File: config.mk
export PLATFORM = sky130hd
export DESIGN_NAME = snn_step_scheduler
export DESIGN_NICKNAME = d
export VERILOG_FILES = /design/src/rtl/snn_pkg.sv /design/src/rtl/spike_counter_bank.sv /design/src/rtl/snn_step_scheduler.sv
export SDC_FILE = /design/constraint.sdc
export NUM_CORES = 1
export LEC_CHECK = 0
export ABC_AREA = 1
export CORE_MARGIN = 1
export CORE_UTILIZATION = 45
export CTS_CLUSTER_DIAMETER = 60
export DETAILED_ROUTE_END_ITERATION = 8
export DONT_BUFFER_PORTS = 1
export MAX_ROUTING_LAYER = met4
export PLACE_DENSITY = 0.59
export SYNTH_ARGS = -nofsm -noshare
export SYNTH_HDL_FRONTEND = slang
export SYNTH_SLANG_ARGS = --single-unit
File: constraint.sdc
create_clock -name clk -period 1.8 [get_ports clk]
set_input_delay 0.18 -clock clk [delete_from_list [all_inputs] [get_ports clk]]
set_output_delay 0.18 -clock clk [all_outputs]
set_load 0.05 [all_outputs]
File: src/rtl/snn_pkg.sv
// rtl/snn_pkg.sv - shared constants and scheduler state type for the FC1_LIF1 stage
// Contents:
//   DEF_INPUT_NODES / DEF_OUTPUT_NODES / DEF_STEP : layer geometry shared with FC1_LIF1
//   DEF_WAIT_MAX                                  : spike-valid timeout default
//   sched_state_t                                 : snn_step_scheduler FSM states
package snn_pkg;

  localparam int DEF_INPUT_NODES  = 784;
  localparam int DEF_OUTPUT_NODES = 20;
  localparam int DEF_STEP         = 25;
  localparam int DEF_WAIT_MAX     = 15;

  typedef enum logic [2:0] {
    S_IDLE   = 3'd0,
    S_DRIVE  = 3'd1,
    S_WAIT   = 3'd2,
    S_NEXT   = 3'd3,
    S_RESULT = 3'd4,
    S_DONE   = 3'd5
  } sched_state_t;

endpackage

File: src/rtl/spike_counter_bank.sv
// rtl/spike_counter_bank.sv - per-neuron spike accumulators
// Ports:
//   clk, reset_n : clock, asynchronous active-low reset
//   clear        : zero every counter (wins over add_en)
//   add_en       : add spk[i] into counter i this cycle
//   spk          : one spike bit per neuron
//   cnt          : flattened counters, neuron i at [i*CNT_W +: CNT_W]
module spike_counter_bank #(
  parameter int OUTPUT_NODES = 20,
  parameter int CNT_W        = 5
) (
  input  logic                          clk,
  input  logic                          reset_n,
  input  logic                          clear,
  input  logic                          add_en,
  input  logic [OUTPUT_NODES-1:0]       spk,
  output logic [OUTPUT_NODES*CNT_W-1:0] cnt
);

  // CNT_W is sized to hold STEP, and at most one add happens per timestep,
  // so the counters cannot wrap.
  always_ff @(posedge clk or negedge reset_n) begin
    if (!reset_n) begin
      cnt <= '0;
    end else if (clear) begin
      cnt <= '0;
    end else if (add_en) begin
      for (int i = 0; i < OUTPUT_NODES; i++) begin
        cnt[i*CNT_W +: CNT_W] <= cnt[i*CNT_W +: CNT_W] + CNT_W'(spk[i]);
      end
    end
  end

endmodule

File: src/rtl/snn_step_scheduler.sv
// rtl/snn_step_scheduler.sv - timestep sequencer driving FC1_LIF1 read windows and spike counting
// Optional feature macro: SNN_SCHED_ARGMAX_EN (adds class_id and the argmax scan)
// Ports:
//   clk, reset_n    : clock, asynchronous active-low reset (shared with FC1_LIF1)
//   start           : one-cycle request, honoured only in IDLE
//   busy            : high from the cycle after an accepted start until done
//   fc_addra_valid  : layer read-window strobe, INPUT_NODES+1 cycles per timestep
//   pix_addr        : encoder pixel index during the window, 0 otherwise
//   step_idx        : current timestep
//   spk1_en, spk_1  : layer spike-valid pulse and spike vector
//   spk_cnt         : flattened per-neuron spike counts
//   done            : one-cycle completion pulse
//   err             : sticky error (timeout or spk1_en outside WAIT)
//   class_id        : argmax neuron index (macro builds only)
module snn_step_scheduler
  import snn_pkg::*;
#(
  parameter int INPUT_NODES  = DEF_INPUT_NODES,
  parameter int OUTPUT_NODES = DEF_OUTPUT_NODES,
  parameter int STEP         = DEF_STEP,
  parameter int WAIT_MAX     = DEF_WAIT_MAX,
  parameter int CNT_W        = $clog2(STEP + 1)
) (
  input  logic                          clk,
  input  logic                          reset_n,
  input  logic                          start,
  output logic                          busy,
  output logic                          fc_addra_valid,
  output logic [9:0]                    pix_addr,
  output logic [4:0]                    step_idx,
  input  logic                          spk1_en,
  input  logic [OUTPUT_NODES-1:0]       spk_1,
  output logic [OUTPUT_NODES*CNT_W-1:0] spk_cnt,
  output logic                          done,
  output logic                          err
`ifdef SNN_SCHED_ARGMAX_EN
  ,
  output logic [4:0]                    class_id
`endif
);

  localparam int WW = (WAIT_MAX > 1) ? $clog2(WAIT_MAX + 1) : 1;
  localparam logic [9:0]    LAST_PIX  = 10'(INPUT_NODES);
  localparam logic [4:0]    LAST_STEP = 5'(STEP - 1);
  localparam logic [WW-1:0] LAST_WAIT = WW'(WAIT_MAX - 1);

  sched_state_t  state;
  logic [WW-1:0] wait_cnt;
  logic          cnt_clear;
  logic          cnt_add;

  // Counters clear on the same edge that accepts start and accumulate on
  // the edge that samples spk1_en in WAIT; strays elsewhere never count.
  assign cnt_clear = (state == S_IDLE) && start;
  assign cnt_add   = (state == S_WAIT) && spk1_en;

  spike_counter_bank #(
    .OUTPUT_NODES (OUTPUT_NODES),
    .CNT_W        (CNT_W)
  ) u_bank (
    .clk     (clk),
    .reset_n (reset_n),
    .clear   (cnt_clear),
    .add_en  (cnt_add),
    .spk     (spk_1),
    .cnt     (spk_cnt)
  );

`ifdef SNN_SCHED_ARGMAX_EN
  localparam int IW = (OUTPUT_NODES > 1) ? $clog2(OUTPUT_NODES) : 1;
  localparam logic [IW-1:0] LAST_IDX = IW'(OUTPUT_NODES - 1);

  logic [IW-1:0]    scan_idx;
  logic [IW-1:0]    run_idx;
  logic [CNT_W-1:0] run_max;
  logic [CNT_W-1:0] cnt_sel;
  logic             cand_better;

  always_comb begin
    cnt_sel = '0;
    for (int i = 0; i < OUTPUT_NODES; i++) begin
      if (scan_idx == IW'(i)) cnt_sel = spk_cnt[i*CNT_W +: CNT_W];
    end
  end

  // Strict compare: on ties the earlier (lower) index is kept.
  assign cand_better = cnt_sel > run_max;
`endif

  always_ff @(posedge clk or negedge reset_n) begin
    if (!reset_n) begin
      state          <= S_IDLE;
      busy           <= 1'b0;
      fc_addra_valid <= 1'b0;
      pix_addr       <= '0;
      step_idx       <= '0;
      wait_cnt       <= '0;
      done           <= 1'b0;
      err            <= 1'b0;
`ifdef SNN_SCHED_ARGMAX_EN
      scan_idx       <= '0;
      run_idx        <= '0;
      run_max        <= '0;
      class_id       <= '0;
`endif
    end else begin
      done <= 1'b0;
      if (spk1_en && (state != S_WAIT)) err <= 1'b1;

      case (state)
        S_IDLE: begin
          if (start) begin
            state          <= S_DRIVE;
            busy           <= 1'b1;
            fc_addra_valid <= 1'b1;
            pix_addr       <= '0;
            step_idx       <= '0;
            err            <= 1'b0;
`ifdef SNN_SCHED_ARGMAX_EN
            class_id       <= '0;
`endif
          end
        end

        // The layer's address counter wraps after exactly INPUT_NODES+1
        // strobed cycles, so the window length is fixed.
        S_DRIVE: begin
          if (pix_addr == LAST_PIX) begin
            state          <= S_WAIT;
            fc_addra_valid <= 1'b0;
            pix_addr       <= '0;
            wait_cnt       <= '0;
          end else begin
            pix_addr <= pix_addr + 10'd1;
          end
        end

        S_WAIT: begin
          if (spk1_en) begin
            state <= S_NEXT;
          end else if (wait_cnt == LAST_WAIT) begin
            state <= S_DONE;
            err   <= 1'b1;
            done  <= 1'b1;
            busy  <= 1'b0;
          end else begin
            wait_cnt <= wait_cnt + WW'(1);
          end
        end

        // NEXT always sits between windows, giving the layer the low
        // strobe cycle its edge detector needs.
        S_NEXT: begin
          if (step_idx == LAST_STEP) begin
`ifdef SNN_SCHED_ARGMAX_EN
            state    <= S_RESULT;
            scan_idx <= '0;
            run_idx  <= '0;
            run_max  <= '0;
`else
            state    <= S_DONE;
            done     <= 1'b1;
            busy     <= 1'b0;
`endif
          end else begin
            state          <= S_DRIVE;
            step_idx       <= step_idx + 5'd1;
            fc_addra_valid <= 1'b1;
            pix_addr       <= '0;
          end
        end

        S_RESULT: begin
`ifdef SNN_SCHED_ARGMAX_EN
          if (cand_better) begin
            run_max <= cnt_sel;
            run_idx <= scan_idx;
          end
          if (scan_idx == LAST_IDX) begin
            class_id <= cand_better ? 5'(scan_idx) : 5'(run_idx);
            state    <= S_DONE;
            done     <= 1'b1;
            busy     <= 1'b0;
          end else begin
            scan_idx <= scan_idx + IW'(1);
          end
`else
          state <= S_DONE;
          done  <= 1'b1;
          busy  <= 1'b0;
`endif
        end

        // A start seen here is dropped; IDLE accepts on the next cycle.
        S_DONE: begin
          state <= S_IDLE;
        end

        default: begin
          state <= S_IDLE;
        end
      endcase
    end
  end

endmodule

==> results.env <==
CORE_OUTLINE_AREA_UM2=14500
REMAINING_DRC_ERRORS=0
DP_HPWL_UM=11000
WORST-ENDPOINT-REQUIRED_NS=2.11
MAX_SLEW_MARGIN_PCT=59.0
MAX_CAP_VIOLATIONS=0
TNS_NS=0
MAX-CLOCK-PATH-BUFFERS=2
FMAX_GHz=0.607
CRIT_SLOWEST_CELL='sky130_fd_sc_hd__dfrtp_1'
FINALSETUPVIOLCOUNT=0
LEAKAGEPOWER_nW=4.45
DP_SLACK_NS=0.106
MIN_PERIOD_NS=1.65
CP_TOP_FAMILY='simple AND/OR/NAND/NOR gates'
PATH_CLK_SLEW_NS=0.06
SETUP.WORST_PATH.END_CLASS='flop'
SYNTH_AREA_LEADERS='sky130_fd_sc_hd__dfrtp_1 47%, sky130_fd_sc_hd__nand2_1 11%, sky130_fd_sc_hd__ha_1 8.6%, sky130_fd_sc_hd__nand3_1 8.4%, sky130_fd_sc_hd__nand4_1 4.3%'
DETAIL_ROUTE.WL_PER_CELL_UM=14.7
CLOCK_TREE_FROM_TRITONCTS='yes'
WORST_CLOCK_SKEW_NS=0.0124
PIN_COUNT_OF_THE_BIGGEST_NET_ENTERING_GLOBAL_ROUTING=127
CLOCK_TREE.HTREE_LEVEL_COUNT=4
ROWS=44
GLOBALROUTEMET2UTIL_PCT=36.2
FINAL_NET_COUNT=992
WORST_MIN_DELAY_PATH_CLASS='in2async'
FINALPOWER_mW=11.8
POWER_DENSITY_nW_PER_UM2=1410
OUTCOME='finished with violations'
POST_LAYOUT_NONFILLER_INSTANCES=1119
FIRST_GLOBAL_VIAS=5576
DPL-INSTANCE-AREA_UM2=7570
YOSYS.AREA.TOP_TYPE_SHARE_PCT=47.0
VIOLATIONS_IN_THE_FINAL_REPORTS='hold timing'
PATH_BUF_INV=1
VIASPERCELL=5.37
WORSTREGTOREGCELLS=7
SETUP.WORST_PATH.START='state[0]'
CTS.HOLD.BUFFERS_ADDED=20
MAX_SLEW.WORST_PIN.SLEW_NS=0.616
CLOCK_BUFFERS_CREATED_BY_TRITONCTS=17
GRT_FIRST_PASS_WIRELENGTH_UM=25800
DRT-PASS1-ITER-COUNT=7
ROUTE.VIAS.TOTAL=6007
WORST_PATH_LARGEST_CELL_DELAY_NS=0.42
CP-START-KIND='flop'
CRIT_CHAIN='nor2_4, nand3_4, nand2_4, buf_12, nand3_1, nand2_1, nor2_1'
VDD_IR_DROP_MAX_mV=0.693
START_UTIL_PCT=46.1
PLACE_CONGESTION=0.877
SYN_INST=811
GRT.MET1_USAGE_PCT=25.9
GRT_SETUP_UNREPAIRED='false'
CLKSINKCOUNT=126
YOSYSTOPAREACELL='sky130_fd_sc_hd__dfrtp_1'
DIE_HEIGHT_UM=124
FIRST_ITER_VIOLATIONS=387
DIE_X_UM=124
GRT_UTIL_MET3_PCT=6.64
FINAL_LAYOUT_SIZE_SUFFIX_GT1_SHARE_PCT=15.4
CRITPATHKIND='reg2reg'
PORT-BUFFER-COUNT=0
CP_DATA_ARRIVAL_TIME_NS=1.96
SYNTH_SEQ_AREA_SHARE_PCT=47.0
GRT_ANTENNA_BEFORE_REPAIR=0
FINAL-MAX-SLEW-VIOLATION-COUNT=0
CRIT-REG2REG-LAUNCH='state[0]'
AREA.GROWTH.SYNTH_TO_FINAL_PCT=25.5
POST_SYNTH_INSTANCE_AREA_UM2=6700
YOSYS_REGISTER_BITS=126
GR-MAX-USAGE-LAYER='met2'
ROUTED_WIRE_LENGTH_UM=16400
GLOBAL_ROUTE.USAGE.TOTAL_PCT=22.3
PLACE_INST=1067
ANTENNA_CELLS_INSERTED=0
SYNTH.YOSYS.WARNINGS=0
FP.DIEAREA_UM2=15400
CLOCK_INSERTION_DELAY_WORST_SKEW_NS=0.42
DETAIL-ROUTE-ANTENNA-NETS=0
POST-ROUTE-CELL-AREA_UM2=8410
CRIT-REG2REG-CAPTURE='u_bank.cnt[12]'
PERIOD_SHARE_PCT=91.5
WORSTPATHMAXFANOUT=42
BOUNDARYPINS=143
CTSROOTBUFFERMASTER='sky130_fd_sc_hd__clkbuf_16'
REGTOREGSETUPSLACK_NS=0.15
GLOBALROUTE.TOTALOVERFLOW=0
SETUP_SLACK_NS=0.152
UNIQUE_MASTERS_POST_SYNTH=28
HOLD_SLACK_NS=-0.542
SYNTHESIS.AREA_PER_INSTANCE_UM2=8.27
SYNTHESIS.NETS=881
REPORT.FINAL.HOLD_VIOL_COUNT=126
-- sequential cells by signal (all words and copies together), names as in the netlist --
signal / cells
busy: 1
done: 1
err: 1
fc_addra_valid: 1
pix_addr: 10
state: 3
step_idx: 5
u_bank.cnt: 100
wait_cnt: 4
-- where the power goes --
| group | internal [mW] | leakage, nW | total, mW | switching (mW) |
|---|---|---|---|---|
| combinational | 1.30 | 2.41 | 4.39 | 3.10 |
| sequential | 3.27 | 1.73 | 3.75 | 0.479 |
| clock | 2.42 | 0.305 | 3.68 | 1.26 |
| total | 6.99 | 4.45 | 11.8 | 4.84 |
-- cell usage after synthesis --
| master | count |
|---|---|
| sky130_fd_sc_hd__a21oi_1 | 44 |
| sky130_fd_sc_hd__and3_1 | 7 |
| sky130_fd_sc_hd__buf_1 | 6 |
| sky130_fd_sc_hd__buf_2 | 7 |
| sky130_fd_sc_hd__buf_4 | 10 |
| sky130_fd_sc_hd__buf_6 | 5 |
| sky130_fd_sc_hd__clkbuf_1 | 3 |
| sky130_fd_sc_hd__dfrtp_1 | 126 |
| sky130_fd_sc_hd__ha_1 | 46 |
| sky130_fd_sc_hd__inv_1 | 57 |
| sky130_fd_sc_hd__inv_2 | 2 |
| sky130_fd_sc_hd__nand2_1 | 198 |
| sky130_fd_sc_hd__nand2_2 | 1 |
| sky130_fd_sc_hd__nand2_4 | 2 |
| sky130_fd_sc_hd__nand3_1 | 113 |
| sky130_fd_sc_hd__nand3_4 | 1 |
| sky130_fd_sc_hd__nand3b_1 | 2 |
| sky130_fd_sc_hd__nand4_1 | 46 |
| sky130_fd_sc_hd__nor2_1 | 72 |
| sky130_fd_sc_hd__nor2_4 | 2 |
| sky130_fd_sc_hd__nor3_1 | 2 |
| sky130_fd_sc_hd__nor3b_1 | 1 |
| sky130_fd_sc_hd__o211ai_1 | 3 |
| sky130_fd_sc_hd__o21ai_0 | 37 |
| sky130_fd_sc_hd__o21ai_1 | 11 |
| sky130_fd_sc_hd__or2_2 | 1 |
| sky130_fd_sc_hd__xnor2_1 | 1 |
| sky130_fd_sc_hd__xor2_1 | 5 |
-- area by class of cell --
type / count / area, µm²
clock buffers: 21 / 470
fillers: 1276 / 6120
clock inverters: 11 / 163
well taps: 184 / 230
inverters: 59 / 221
repair buffers: 123 / 1040
flip-flops and latches: 126 / 3150
multi-input cells: 595 / 3130
-- per-layer routing --
metal  vias up  routed length, µm
met5         -                  0
met4         0                275
met3        21               1210
met2       174               7770
met1      2851               7140
li1       2961                  -
-- how the worst max path moves through the flow --
stage | to | slack, ns | cells after the start
final | u_bank.cnt[12] | 0.15 | 7
after global routing | u_bank.cnt[2] | 0.02 | 7
after CTS | u_bank.cnt[48] | 0.11 | 7
after detailed placement | u_bank.cnt[48] | 0.11 | 7
after global placement | u_bank.cnt[12] | 0.18 | 7
after floorplan | pix_addr[1] | 0.11 | 6
-- through the flow --
step / util (%) / hold slack (ns)
final: 57.9 / -0.542
after global routing: 57.9 / -0.564
after CTS: 57.8 / -0.558
after detailed placement: 52.1 / -0.112
after global placement: 52.1 / -0.113
after floorplan: - / -0.116
-- logic make-up after synthesis --
family,count (synthesis),share of synthesized area [%]
and+or+nand+nor,448,30.1
AOI/OAI and AO/OA,95,7.20
buffers and inverters,90,6.29
adders and majority gates,46,8.59
DFF,126,47.0
xor gates and xnor gates,6,0.784
-- cell usage in the layout, fill, tap and decap left out, types with 4 or more instances in the layout --
cell | Yosys | layout
sky130_fd_sc_hd__buf_12 | 0 | 5
sky130_fd_sc_hd__nand4_1 | 46 | 46
sky130_fd_sc_hd__o21ai_1 | 11 | 11
sky130_fd_sc_hd__inv_1 | 57 | 57
sky130_fd_sc_hd__dfrtp_1 | 126 | 126
sky130_fd_sc_hd__ha_1 | 46 | 46
sky130_fd_sc_hd__nand2_1 | 198 | 198
sky130_fd_sc_hd__bufinv_16 | 0 | 4
sky130_fd_sc_hd__nand3_1 | 113 | 113
sky130_fd_sc_hd__buf_4 | 10 | 97
sky130_fd_sc_hd__clkbuf_16 | 0 | 17
sky130_fd_sc_hd__xor2_1 | 5 | 5
sky130_fd_sc_hd__and3_1 | 7 | 7
sky130_fd_sc_hd__nor2_1 | 72 | 72
sky130_fd_sc_hd__o21ai_0 | 37 | 37
sky130_fd_sc_hd__dlygate4sd3_1 | 0 | 20
sky130_fd_sc_hd__a21oi_1 | 44 | 44
sky130_fd_sc_hd__clkinv_2 | 0 | 4
-- what timing repair did --
item,4_1_cts,5_1_grt
setup buffers,0,0
endpoints found under the hold margin,146,126
setup endpoints to repair,0,8
resized for setup,0,2
(Power assumes the default switching activity.)
